### src/rtl/corr_mac_sequencer.sv
// Time-shared TAPS-tap correlator: one DWxDW multiplier and one accumulator,
// sequenced IDLE -> MAC (TAPS cycles) -> OUT for every accepted sample.
module corr_mac_sequencer #(
    parameter int TAPS = 10,
    parameter int DW   = 4,
    parameter int ACCW = 12
) (
    input  logic            clock,
    input  logic            reset,
    input  logic            coef_we,
    input  logic [3:0]      coef_addr,
    input  logic [DW-1:0]   coef_data,
    input  logic            in_valid,
    input  logic [DW-1:0]   in_data,
    output logic            in_ready,
    output logic            out_valid,
    output logic [ACCW-1:0] out_data,
    output logic            busy
);
    localparam int KW = $clog2(TAPS);

    typedef enum logic [1:0] {IDLE, MAC, OUT} state_t;

    state_t                  state, state_nx;
    logic [TAPS-1:0][DW-1:0] s_reg;
    logic [TAPS-1:0][DW-1:0] c_reg;
    logic [ACCW-1:0]         acc;
    logic [ACCW-1:0]         acc_nx;
    logic [KW-1:0]           k;
    logic [2*DW-1:0]         prod;
    logic                    accept;
    logic                    coef_ok;
    logic                    last_tap;

    // Handshake and status come from the state register only (reset gates in_ready).
    assign in_ready  = (state == IDLE) && !reset;
    assign out_valid = (state == OUT);
    assign busy      = (state != IDLE);

    assign accept   = in_valid && in_ready;
    assign coef_ok  = coef_we && (state == IDLE) && (32'(coef_addr) < TAPS);
    assign last_tap = (k == KW'(TAPS - 1));

    assign prod   = {{DW{1'b0}}, s_reg[k]} * {{DW{1'b0}}, c_reg[k]};
    assign acc_nx = acc + {{(ACCW - 2*DW){1'b0}}, prod};

    always_ff @(posedge clock) begin
        if (reset) state <= IDLE;
        else       state <= state_nx;
    end

    always_comb begin
        state_nx = state;
        case (state)
            IDLE:    if (accept)   state_nx = MAC;
            MAC:     if (last_tap) state_nx = OUT;
            OUT:     state_nx = IDLE;
            default: state_nx = IDLE;
        endcase
    end

    always_ff @(posedge clock) begin
        if (reset) begin
            s_reg    <= '0;
            c_reg    <= '0;
            acc      <= '0;
            k        <= '0;
            out_data <= '0;
        end else begin
            // A write in the accepting cycle lands before the first MAC read.
            if (coef_ok) c_reg[coef_addr[KW-1:0]] <= coef_data;
            case (state)
                IDLE: if (accept) begin
                    s_reg <= {s_reg[TAPS-2:0], in_data};
                    acc   <= '0;
                    k     <= '0;
                end
                MAC: begin
                    acc <= acc_nx;
                    k   <= k + 1'b1;
                    if (last_tap) out_data <= acc_nx;
                end
                default: ;
            endcase
        end
    end
endmodule

### config.mk
export PLATFORM = sky130hd
export DESIGN_NAME = corr_mac_sequencer
export DESIGN_NICKNAME = d
export VERILOG_FILES = /design/src/rtl/corr_mac_sequencer.sv
export SDC_FILE = /design/constraint.sdc
export NUM_CORES = 1
export LEC_CHECK = 0
export BUFFER_PORTS_ARGS = -buffer_cell sky130_fd_sc_hd__buf_2
export CAP_MARGIN = 20
export CORE_MARGIN = 5
export CORE_UTILIZATION = 31
export DETAILED_ROUTE_END_ITERATION = 12
export SYNTH_ARGS = -nofsm -noshare
export SYNTH_HDL_FRONTEND = slang
export SYNTH_SLANG_ARGS = --single-unit
export TNS_END_PERCENT = 100
### constraint.sdc
create_clock -name clock -period 5.87 [get_ports clock]
set_clock_uncertainty 0.1 [all_clocks]
set_input_delay 1.4675 -clock clock [delete_from_list [all_inputs] [get_ports clock]]
set_output_delay 1.4675 -clock clock [all_outputs]
set_load 0.02 [all_outputs]
* Yosys cells after proc, flatten, opt, wreduce, memory -nomap -nowiden
Cells that the tools add are included.
** Cells by class
- Eq/ne operators :: 5
- Magnitude comparators :: 4
- Add/subtract/negate cells :: 2
- Muxes and demuxes :: 14
- Reductions and logical operators :: 13
- Multipliers :: 1
** Operator list (count)
- bitwise mux 40 bit :: 1
- binary-select mux 4 bit (select 4 bit) :: 2
- case mux 12 bit (2 select lines) :: 1
- demux 4 bit (select 4 bit) :: 1
- 2-to-1 mux 4 bit :: 4
- adder 12 x 8 -> 12 bit :: 1
- 2-to-1 mux 12 bit :: 1
- < comparator 4 x 5 -> 1 bit, second input constant :: 2
- multiplier 4 x 4 -> 8 bit :: 1
- case mux 4 bit (2 select lines) :: 1
- AND reduction 2 bit :: 4
- logical AND 1 bit :: 5
- adder 4 x 1 -> 4 bit, second input constant :: 1
- equality test 4 bit, second input constant :: 1
- greater-or-equal comparator 4 x 1 -> 1 bit, second input constant :: 1
- < comparator 4 bit, second input constant :: 1
- 2-to-1 mux 2 bit :: 2
- inequality test 2 bit, second input constant :: 2
- case mux 2 bit (2 select lines) :: 1
- nonzero test 2 bit :: 2
- equality test 2 x 1 -> 1 bit, second input constant :: 1
- equality test 2 bit, second input constant :: 1
- zero test 2 bit :: 1
- zero test 1 bit :: 1
** Word-level totals
- Logic and storage cells :: 63
- Register bits after elaboration :: 110
- Output and inout port bits :: 15
- Bits of input ports :: 16

* Logic depth before layout (Yosys ltp)
Gate-level depths: netlist (run 1).
- Depth after elaboration :: 5
- Mapped depth :: 18
- Gate-level depth less buffers :: 16

* Worst setup path after synthesis (run 1)
Ideal clock, no wire load.
- Path type :: register to register
- From :: register k[0]
- To :: register out_data[8]
- Library setup time :: 0.122 ns
- Period minus slack after synthesis :: 4.675 ns
- Stages on the path, launching flop included :: 17
- Path slack :: 1.195 ns
- Arrival :: 4.453 ns
- Data required time :: 5.648 ns
- Cells stage by stage :: dfxtp_1 -> buf_6 -> buf_6 -> mux4_2 -> a22o_1 -> a21oi_2 -> or2_1 -> fa_1 -> fa_1 -> inv_1 -> fa_1 -> ha_1 -> nor2_1 -> o31ai_4 -> a221oi_2 -> nor4_1 -> a311o_1
** On the way
- Word-level cells in the longest chain between the ends :: 4
- Elaborated cells between the ends (all ways) :: 8
- Classes of those cells :: 1 x add/sub; 1 x mul; 1 x eq/ne; 4 x mux; 1 x reduce/logical
** Ends and longest elaborated chain
- start: declaration :: line 29 : logic [KW-1:0] k;
- start signal: assignment :: line 80 : k <= k + 1'b1;
- binary-select mux 4 bit (select 4 bit) :: line 44 : assign prod = {{DW{1'b0}}, s_reg[k]} * {{DW{1'b0}}, c_reg[k]};
- 2-to-1 mux 4 bit (not written as such) :: line 44
- multiplier 4 x 4 -> 8 bit :: line 44
- adder 12 x 8 -> 12 bit :: line 45 : assign acc_nx = acc + {{(ACCW - 2*DW){1'b0}}, prod};
- end signal: assignment :: line 81 : if (last_tap) out_data <= acc_nx;
- end: declaration :: line 17 : output logic [ACCW-1:0] out_data,
Several ways; a longest one is shown, not always the timed one. The select of a mux whose other input is x is not followed.
A chain may end at the register's enable or synchronous reset.

* Worst setup path in the final report (run 1)
- From :: register k[1]
- To :: register out_data[9]
Same word-level chain as after synthesis.

==> impl_metrics.sql, run 1 <==
INSERT INTO impl_metrics (metric_group, metric, value, unit) VALUES
('status', 'outcome', 'completed', ''),
('logic_synthesis', 'post_synth_num_cell_types', '49', ''),
('final_layout', 'post_layout_nonfiller_instances', '864', ''),
('floorplanning', 'ioPinCount', '31', ''),
('floorplanning', 'std_cell_rows', '49', ''),
('logic_synthesis', 'synth_top_cells_by_area', 'dfxtp_1 40%, nand2_1 8.2%, mux4_2 6.5%', ''),
('floorplanning', 'die_area', '20700', 'um2'),
('power', 'pwr_cell_area', '241', 'nW/um2'),
('logic_synthesis', 'synth-simple-area-share', '24.1', '%'),
('clocking', 'worst_setup_hold_path_clk_slew', '70', 'ps'),
('timing', 'finalHoldViolCount', '0', ''),
('setup_path', 'cp_data_required_time', '6020', 'ps'),
('logic_synthesis', 'yosys_reg_bits', '110', ''),
('route', 'post-route-drc-count', '0', ''),
('logic_synthesis', 'ys_dominant_reg_cell', 'dfxtp_1', ''),
('timing', 'setup_violating_endpoint_count_in_the_final_report', '0', ''),
('clocking', 'clk-insertion-delay-late', '360', 'ps'),
('clocking', 'clock_sinks', '110', ''),
('floorplanning', 'floorplan.core_area', '17800', 'um2'),
('clocking', 'post_cts_hold_buffer_count', '0', ''),
('timing', 'finalMaxSlewViolations', '0', ''),
('setup_path', 'arrival_time_at_the_worst_endpoint', '5280', 'ps'),
('route', 'postRouteWirelength', '11700', 'um'),
('setup_path', 'max_stage_delay', '750', 'ps'),
('placement', 'dp_hpwl', '8090', 'um'),
('floorplanning', 'die-height', '144', 'um'),
('timing', 'min_period', '5130', 'ps'),
('power', 'ir_worst_vdd', '0.000138', 'V'),
('worst_hold_path', 'whs_path_depth', '2', ''),
('grt', 'grt_antenna_before_repair', '0', ''),
('timing', 'whs', '351', 'ps'),
('route', 'drt.antenna.violating_nets', '0', ''),
('floorplanning', 'start_util', '31.3', '%'),
('clocking', 'cts_inserted_buffers', '9', ''),
('setup_path', 'crit_path_frequent_cell', 'fa_1', ''),
('clocking', 'tritoncts', 'done', ''),
('final_layout', 'final_core_util', '34.7', '%'),
('route', 'detailroute.via_count', '4166', ''),
('grt', 'number_of_global_route_vias_before_repair', '3919', ''),
('setup_path', 'worstReg2RegEnd', 'out_data[9]', ''),
('logic_synthesis', 'syn-num-nets', '668', ''),
('setup_path', 'r2r.worst_path.cells', '15', ''),
('route', 'first_iter_violations', '270', ''),
('logic_synthesis', 'muxShareOfSynthArea', '14.1', '%'),
('final_layout', 'final_net_count', '675', ''),
('placement', 'place.gp.congestion', '0.788', ''),
('final_layout', 'antenna-diode-count', '0', ''),
('setup_path', 'crit_path_cell_trace', 'buf_4 > mux4_2 > a22o_1 > a21oi_2 > or2_1 > fa_1 > fa_1 > inv_1 > fa_1 > ha_1 > nand2b_1 > a211oi_1 > o21ai_1 > and4_1 > a311o_1', ''),
('logic_synthesis', 'synth_fa_ha_area_share', '7.75', '%'),
('placement', 'buffer_ports.inserted', '30', ''),
('worst_hold_path', 'min_path_type', 'flop to flop', ''),
('timing', 'final_layout_setup_total_negative_slack', '0', 'ps'),
('setup_path', 'slowest_cell_on_the_critical_path', 'dfxtp_1', ''),
('clocking', 'number_of_buffers_on_the_longest_clock_path', '2', ''),
('timing', 'unrepaired_setup_endpoints_after_global_routing', 'no', ''),
('clocking', 'cts-htree-levels', '3', ''),
('grt', 'grt.total_usage', '12.1', '%'),
('grt', 'grt_max_degree', '73', ''),
('run', 'cap_violations', '0', ''),
('logic_synthesis', 'synth_seq_area_share', '39.6', '%'),
('logic_synthesis', 'synth-compound-area-share', '8.38', '%'),
('clocking', 'ctsRootBufferMaster', 'clkbuf_16', ''),
('route', 'route.detailed.wl_per_inst', '13.5', 'um'),
('logic_synthesis', 'yosys_warnings', '0', ''),
('worst_hold_path', 'min-delay-start', 'out_data[6]', ''),
('floorplanning', 'floorplan.die.width', '144', 'um'),
('route', 'vias_per_cell', '4.82', ''),
('grt', 'globalRouteOverflowTotal', '0', ''),
('placement', 'numPlacedInstances', '848', ''),
('clocking', 'cts_setup_buffers', '0', ''),
('logic_synthesis', 'synthDominantAreaCellType', 'dfxtp_1', '');
## worst max-delay path, delay by kind of cell (launching register included)
kind	cells	cell delay (ps)
AO/OA/AOI/OAI	5	1260
adder cells (fa/ha/maj)	4	1780
buffers and inverters	2	350
flip-flops	1	750
multiplexers	1	300
AND/OR/NAND/NOR	3	470
## logic make-up after synthesis
logic type,after synthesis
xor gates and xnor gates,7
and+or+nand+nor,289
AOI/OAI and AO/OA,65
muxes,57
buffers and inverters,66
DFF,110
adders and majority gates,29
## cells in the mapped netlist, types with 9 or more instances
cell	instances
a21oi_1	29
buf_2	10
clkbuf_1	23
dfxtp_1	110
fa_1	9
ha_1	20
inv_1	24
mux2i_1	33
mux4_2	16
nand2_1	121
nand3_1	63
nor2_1	63
## worst max path at each step
stage,from,cells after the start,slack (ps),to
after global routing,k[1],15,320,out_data[9]
after CTS,k[1],15,710,out_data[9]
after detailed placement,k[1],15,730,out_data[9]
final,k[1],15,740,out_data[9]
after global placement,k[1],15,820,out_data[8]
after floorplan,k[0],16,1190,out_data[8]
## where the power goes
group          internal [mW]  total (mW)  leakage, nW  switching, mW
combinational         0.0324      0.0985         1.54         0.0661
clock                  0.338       0.626        0.154          0.289
sequential             0.754       0.762        0.888        0.00745
## per-stage QoR
| stage | area [um2] | setup slack, ps |
|---|---|---|
| floorplan | 5560 | 1190 |
| global placement | 5870 | 820 |
| detailed placement | 5870 | 732 |
| CTS | 6170 | 707 |
| global route | 6170 | 324 |
| finish | 6170 | 740 |
## cell type report
| cell class | count | area, um2 | share of cell area, % |
|---|---|---|---|
| clock inverters | 7 | 80.1 | 1.30 |
| well taps | 229 | 287 | 4.64 |
| inverters | 24 | 90.1 | 1.46 |
| clock buffers | 9 | 225 | 3.65 |
| multi-input cells | 447 | 3080 | 49.9 |
| repair buffers | 38 | 210 | 3.40 |
| flip-flops and latches | 110 | 2200 | 35.7 |
## placed cells by master (no fill, tap or decap), types with 7 or more instances in the layout
cell type / instances
fa_1: 9
buf_4: 8
buf_2: 30
mux2_2: 7
nor2_1: 63
inv_1: 24
clkbuf_16: 9
mux4_2: 16
dfxtp_1: 110
nand3_1: 63
nand2_1: 121
mux2i_1: 33
a21oi_2: 7
a21oi_1: 29
a22o_1: 8
ha_1: 20
## routing by layer
| layer | global-route usage [%] | up-vias | routed length [um] |
|---|---|---|---|
| met5 | 0 | - | 0 |
| met4 | 4.01 | 0 | 165 |
| met3 | 3.43 | 10 | 485 |
| met2 | 18.3 | 74 | 5210 |
| met1 | 16.6 | 1934 | 5820 |
| li1 | - | 2148 | - |
No activity file was read; power rests on OpenSTA's default activity.
==> inputs of run 2 (changes only) <==
- PLACE_DENSITY: unset -> 0.53
==> impl_metrics.sql, run 2 (synthesis results as in run 1) <==
INSERT INTO impl_metrics (metric_group, metric, value, unit) VALUES
('status', 'outcome', 'completed', ''),
('placement', 'dp_hpwl', '9060', 'um'),
('final_layout', 'fillers', '1853', ''),
('power', 'ir_worst_vdd', '0.000135', 'V'),
('clocking', 'number_of_buffers_on_the_longest_clock_path', '2', ''),
('timing', 'finalMaxSlewViolations', '0', ''),
('clocking', 'cts_repair_resize_count', '0', ''),
('setup_path', 'arrival_time_at_the_worst_endpoint', '5400', 'ps'),
('clocking', 'cts_setup_buffers', '0', ''),
('power', 'report.power.total', '1.49', 'mW'),
('timing', 'unrepaired_setup_endpoints_after_global_routing', 'no', ''),
('route', 'first_iter_violations', '293', ''),
('placement', 'buffer_ports.inserted', '30', ''),
('placement', 'place.gp.congestion', '0.807', ''),
('worst_hold_path', 'min-delay-start', 'out_data[6]', ''),
('route', 'vias_per_cell', '4.97', ''),
('timing', 'min_period', '5250', 'ps'),
('setup_path', 'worst_setup_path_start_kind', 'flop', ''),
('final_layout', 'layout-drive-gt1-share', '14.8', '%'),
('run', 'cap_violations', '0', ''),
('grt', 'grt_first_pass_wirelength', '21900', 'um'),
('clocking', 'ctsRootBufferMaster', 'clkbuf_16', ''),
('setup_path', 'worst_r2r_startpoint', 'k[1]', ''),
('clocking', 'post_cts_hold_buffer_count', '0', ''),
('grt', 'grt.total_usage', '13.3', '%'),
('timing', 'max_freq', '190', 'MHz'),
('setup_path', 'r2r_setup_slack', '620', 'ps'),
('worst_hold_path', 'whs_endpoint', 'out_data[6]', ''),
('timing', 'postLayoutSetupSlackWorst', '616', 'ps'),
('clocking', 'cts_inserted_buffers', '9', ''),
('floorplanning', 'start_util', '31.3', '%'),
('clocking', 'cts-htree-levels', '3', ''),
('floorplanning', 'floorplan.core_area', '17800', 'um2'),
('final_layout', 'area.growth.synth_to_final', '11.1', '%'),
('power', 'pwr_cell_area', '241', 'nW/um2'),
('route', 'detailroute.via_count', '4287', ''),
('timing', 'final_layout_setup_total_negative_slack', '0', 'ps'),
('route', 'drt.antenna.violating_nets', '0', ''),
('floorplanning', 'ioPinCount', '31', ''),
('timing', 'fin_crit_sh', '89.5', '%'),
('grt', 'number_of_global_route_vias_before_repair', '4237', ''),
('placement', 'detailedPlace.worstSlack', '635', 'ps'),
('grt', 'grt_antenna_before_repair', '0', ''),
('setup_path', 'r2r.worst_path.cells', '15', ''),
('worst_hold_path', 'whs_path_depth', '2', ''),
('final_layout', 'final_net_count', '676', ''),
('placement', 'detailed_place.area', '5880', 'um2'),
('setup_path', 'worstReg2RegEnd', 'out_data[9]', ''),
('timing', 'finalHoldViolCount', '0', ''),
('route', 'drt-pass1-iter-count', '5', ''),
('floorplanning', 'die_area', '20700', 'um2'),
('power', 'static-leakage-power', '2.57', 'nW'),
('clocking', 'clock_sinks', '110', ''),
('floorplanning', 'floorplan.die.width', '144', 'um'),
('setup_path', 'cp_data_required_time', '6010', 'ps'),
('final_layout', 'design_area', '6170', 'um2'),
('setup_path', 'critPathCaptureType', 'flop', ''),
('timing', 'worst_slew_pin_slew', '1040', 'ps'),
('floorplanning', 'std_cell_rows', '49', ''),
('timing', 'setup_violating_endpoint_count_in_the_final_report', '0', ''),
('final_layout', 'most_frequent_cells_in_the_layout', '121 x nand2_1, 110 x dfxtp_1, 63 x nor2_1, 63 x nand3_1, 33 x mux2i_1', ''),
('worst_hold_path', 'min_path_type', 'flop to flop', ''),
('route', 'post-route-drc-count', '0', ''),
('floorplanning', 'die-height', '144', 'um'),
('grt', 'grt_max_degree', '73', ''),
('route', 'route.detailed.wl_per_inst', '15.1', 'um'),
('final_layout', 'layout_commonest_cell', 'nand2_1', ''),
('clocking', 'clk-insertion-delay-late', '360', 'ps'),
('setup_path', 'crit_path_max_fanout', '13', ''),
('clocking', 'worst_setup_hold_path_clk_slew', '70', 'ps'),
('route', 'postRouteWirelength', '13000', 'um'),
('final_layout', 'antenna-diode-count', '0', ''),
('clocking', 'tritoncts', 'done', ''),
('timing', 'timing.slew.headroom', '30.4', '%'),
('grt', 'globalRouteOverflowTotal', '0', ''),
('setup_path', 'worstSetupPathType', 'flop to flop', '');
## run 2: changes by cell type in the layout (fill, tap and decap cells not counted), sizes merged
cell / previous run / this run
buf: 38 / 39
clkbuf: 9 / 10
clkinv: 3 / 0
clkinvlp: 0 / 1
inv: 27 / 26
## run 2: power by group
part           internal, mW  switching, mW  leakage (nW)
Sequential            0.755        0.00752         0.888
Clock                 0.341          0.280         0.141
Combinational        0.0333         0.0707          1.54
## run 2: per-layer routing
| metal | up-vias | track usage [%] | part of all wire (%) |
|---|---|---|---|
| met5 | - | 0 | 0 |
| met4 | 0 | 3.27 | 0.87 |
| met2 | 83 | 21.1 | 47 |
| met1 | 2051 | 18.0 | 48 |
| li1 | 2145 | - | - |
| met3 | 8 | 3.73 | 4.2 |
## run 2: worst max-delay path, stage by stage, from the launching register on
cell and delay (ps):
dfxtp_1 720, buf_4 310, mux4_2 320, a22o_1 220
a21oi_1 250, or2_1 180, fa_1 410, fa_1 540
inv_1 50, fa_1 450, ha_1 350, nand2b_1 90
a211oi_1 440, o21ai_1 210, and4_1 230, a311o_1 260
## run 2: worst max-delay path by stage
stage / startpoint / to / slack (ps) / cells past startpoint
after floorplan: k[0] / out_data[8] / 1190 / 16
after global placement: k[1] / out_data[9] / 710 / 15
after detailed placement: k[1] / out_data[9] / 640 / 15
after CTS: k[1] / out_data[9] / 610 / 15
after global routing: k[1] / acc[11] / 210 / 15
final: k[1] / out_data[9] / 620 / 15
## run 2: stage by stage
step | hold slack [ps] | cells | util (%)
2_1_floorplan | 327 | 623 | -
3_3_place_gp | 335 | 848 | 33.0
3_5_place_dp | 345 | 849 | 33.1
4_1_cts | 356 | 863 | 34.7
5_1_grt | 375 | 863 | 34.7
6_report | 352 | 863 | 34.7
## run 2: layout make-up
class / instances / area (um2) / share of cell area (%)
clock buffers: 10 / 239 / 3.87
repair buffers: 39 / 221 / 3.59
clock inverters: 4 / 55.1 / 0.892
multi-input cells: 447 / 3080 / 49.9
inverters: 24 / 90.1 / 1.46
flip-flops and latches: 110 / 2200 / 35.7
well taps: 229 / 287 / 4.64
==> inputs of run 3 (changes only) <==
- CTS_BUF_LIST: unset -> sky130_fd_sc_hd__clkbuf_16
==> impl_metrics.sql, run 3 (synthesis results as in run 1) <==
INSERT INTO impl_metrics (metric_group, metric, value, unit) VALUES
('status', 'outcome', 'completed', ''),
('timing', 'setup_violating_endpoint_count_in_the_final_report', '0', ''),
('clocking', 'cts_inserted_buffers', '9', ''),
('power', 'pwr_cell_area', '239', 'nW/um2'),
('setup_path', 'worstReg2RegEnd', 'out_data[9]', ''),
('setup_path', 'slowest_cell_on_the_critical_path', 'dfxtp_1', ''),
('route', 'post-route-drc-count', '0', ''),
('setup_path', 'crit_path_frequent_cell', 'fa_1', ''),
('worst_hold_path', 'whs_path_depth', '2', ''),
('setup_path', 'cell_family_with_the_largest_share_of_critical_path_delay', 'adder cells', ''),
('final_layout', 'post_layout_nonfiller_instances', '863', ''),
('setup_path', 'worstSetupPathType', 'flop to flop', ''),
('clocking', 'clk-insertion-delay-late', '360', 'ps'),
('grt', 'grt_max_degree', '73', ''),
('timing', 'final_layout_setup_total_negative_slack', '0', 'ps'),
('clocking', 'tritoncts', 'done', ''),
('setup_path', 'max_stage_delay', '720', 'ps'),
('final_layout', 'most_frequent_cells_in_the_layout', '121 x nand2_1, 110 x dfxtp_1, 63 x nor2_1, 63 x nand3_1, 33 x mux2i_1', ''),
('route', 'first_iter_violations', '293', ''),
('route', 'vias_per_cell', '4.97', ''),
('route', 'detailroute.via_count', '4287', ''),
('clocking', 'ctsRootBufferMaster', 'clkbuf_16', ''),
('clocking', 'cts_setup_buffers', '0', ''),
('floorplanning', 'ioPinCount', '31', ''),
('timing', 'unrepaired_setup_endpoints_after_global_routing', 'no', ''),
('grt', 'number_of_global_route_vias_before_repair', '4237', ''),
('route', 'drt-pass1-iter-count', '5', ''),
('clocking', 'post_cts_hold_buffer_count', '0', ''),
('grt', 'grt.total_usage', '13.3', '%'),
('clocking', 'cts_repair_resize_count', '0', ''),
('floorplanning', 'floorplan.die.width', '144', 'um'),
('setup_path', 'r2r.worst_path.cells', '15', ''),
('worst_hold_path', 'min_path_type', 'flop to flop', ''),
('clocking', 'cts-htree-levels', '3', ''),
('clocking', 'worst_setup_hold_path_clk_slew', '70', 'ps'),
('setup_path', 'cp_num_cells', '15', ''),
('setup_path', 'cp_num_buf_inv', '2', ''),
('clocking', 'number_of_buffers_on_the_longest_clock_path', '2', ''),
('floorplanning', 'start_util', '31.3', '%'),
('power', 'report.power.total', '1.47', 'mW'),
('floorplanning', 'floorplan.core_area', '17800', 'um2'),
('timing', 'max_freq', '190', 'MHz'),
('route', 'route.detailed.wl_per_inst', '15.1', 'um'),
('grt', 'grt_antenna_before_repair', '0', ''),
('setup_path', 'cp_data_required_time', '6010', 'ps'),
('final_layout', 'layout-drive-gt1-share', '14.7', '%'),
('placement', 'place.gp.congestion', '0.807', ''),
('final_layout', 'final_net_count', '676', ''),
('worst_hold_path', 'min-delay-start', 'out_data[6]', ''),
('grt', 'grt_first_pass_wirelength', '21900', 'um'),
('setup_path', 'crit_path_cell_trace', 'buf_4 > mux4_2 > a22o_1 > a21oi_1 > or2_1 > fa_1 > fa_1 > inv_1 > fa_1 > ha_1 > nand2b_1 > a211oi_1 > o21ai_1 > and4_1 > a311o_1', ''),
('final_layout', 'antenna-diode-count', '0', ''),
('route', 'drt.antenna.violating_nets', '0', ''),
('placement', 'dp_hpwl', '9060', 'um'),
('setup_path', 'critPathCaptureType', 'flop', ''),
('worst_hold_path', 'whs_endpoint', 'out_data[6]', ''),
('floorplanning', 'die-height', '144', 'um'),
('timing', 'finalHoldViolCount', '0', ''),
('timing', 'worst_slew_pin_slew', '1040', 'ps'),
('clocking', 'clock_sinks', '110', ''),
('floorplanning', 'std_cell_rows', '49', ''),
('route', 'postRouteWirelength', '13000', 'um'),
('timing', 'finalMaxSlewViolations', '0', ''),
('final_layout', 'area.growth.synth_to_final', '10.9', '%'),
('power', 'static-leakage-power', '2.57', 'nW'),
('run', 'cap_violations', '0', ''),
('power', 'ir_worst_vdd', '0.000135', 'V'),
('timing', 'timing.slew.headroom', '30.4', '%'),
('setup_path', 'arrival_time_at_the_worst_endpoint', '5400', 'ps'),
('setup_path', 'crit_path_max_fanout', '13', ''),
('final_layout', 'layout_commonest_cell', 'nand2_1', ''),
('timing', 'min_period', '5250', 'ps'),
('setup_path', 'worst_setup_path_start_kind', 'flop', ''),
('setup_path', 'r2r_setup_slack', '620', 'ps'),
('placement', 'numPlacedInstances', '849', ''),
('placement', 'buffer_ports.inserted', '30', ''),
('timing', 'fin_crit_sh', '89.5', '%'),
('setup_path', 'worst_r2r_startpoint', 'k[1]', ''),
('floorplanning', 'die_area', '20700', 'um2'),
('grt', 'globalRouteOverflowTotal', '0', '');
-- run 3: cell types whose count changed in the layout (fill, tap and decap cells not counted) --
cell	change
clkbuf_8	-1
clkinv_1	+1
-- run 3: metal layers --
metal	wire (um)	share of wire (%)	vias up	global-route usage, %
met3	547	4.2	8	3.73
met2	6110	47	83	21.1
li1	-	-	2145	-
met1	6280	48	2051	18.0
met5	0	0	-	0
met4	114	0.87	0	3.27
-- run 3: metrics by stage --
stage / hold WS, ps / worst slack [ps] / cell area (um2) / utilization, %
final: 352 / 616 / 6160 / 34.7
after global routing: 375 / 214 / 6160 / 34.7
after CTS: 356 / 614 / 6160 / 34.7
after detailed placement: 345 / 635 / 5880 / 33.1
after global placement: 335 / 707 / 5870 / 33.0
after floorplan: 327 / 1190 / 5560 / -
-- run 3: worst max path at each step --
stage	end	slack, ps	start
floorplan	out_data[8]	1190	k[0]
finish	out_data[9]	620	k[1]
global route	acc[11]	210	k[1]
detailed placement	out_data[9]	640	k[1]
CTS	out_data[9]	610	k[1]
global placement	out_data[9]	710	k[1]
-- run 3: area by class of cell --
class	instances	area [um2]
Multi-Input combinational cell	447	3080
Clock buffer	9	225
Clock inverter	5	58.8
Timing Repair Buffer	39	221
Inverter	24	90.1
Sequential cell	110	2200
Tap cell	229	287
Fill cell	1854	11600
-- run 3: where the power goes --
group	internal, mW	switching, mW	leakage [nW]
sequential	0.755	0.00752	0.888
clock	0.328	0.280	0.136
combinational	0.0333	0.0707	1.54
total	1.12	0.358	2.57
-- run 3: worst reg2reg max path, cell delays in order (launching register included) --
cell      delay [ps]
dfxtp_1          720
buf_4            310
mux4_2           320
a22o_1           220
a21oi_1          250
or2_1            180
fa_1             410
fa_1             540
inv_1             50
fa_1             450
ha_1             350
nand2b_1          90
a211oi_1         440
o21ai_1          210
and4_1           230
a311o_1          260
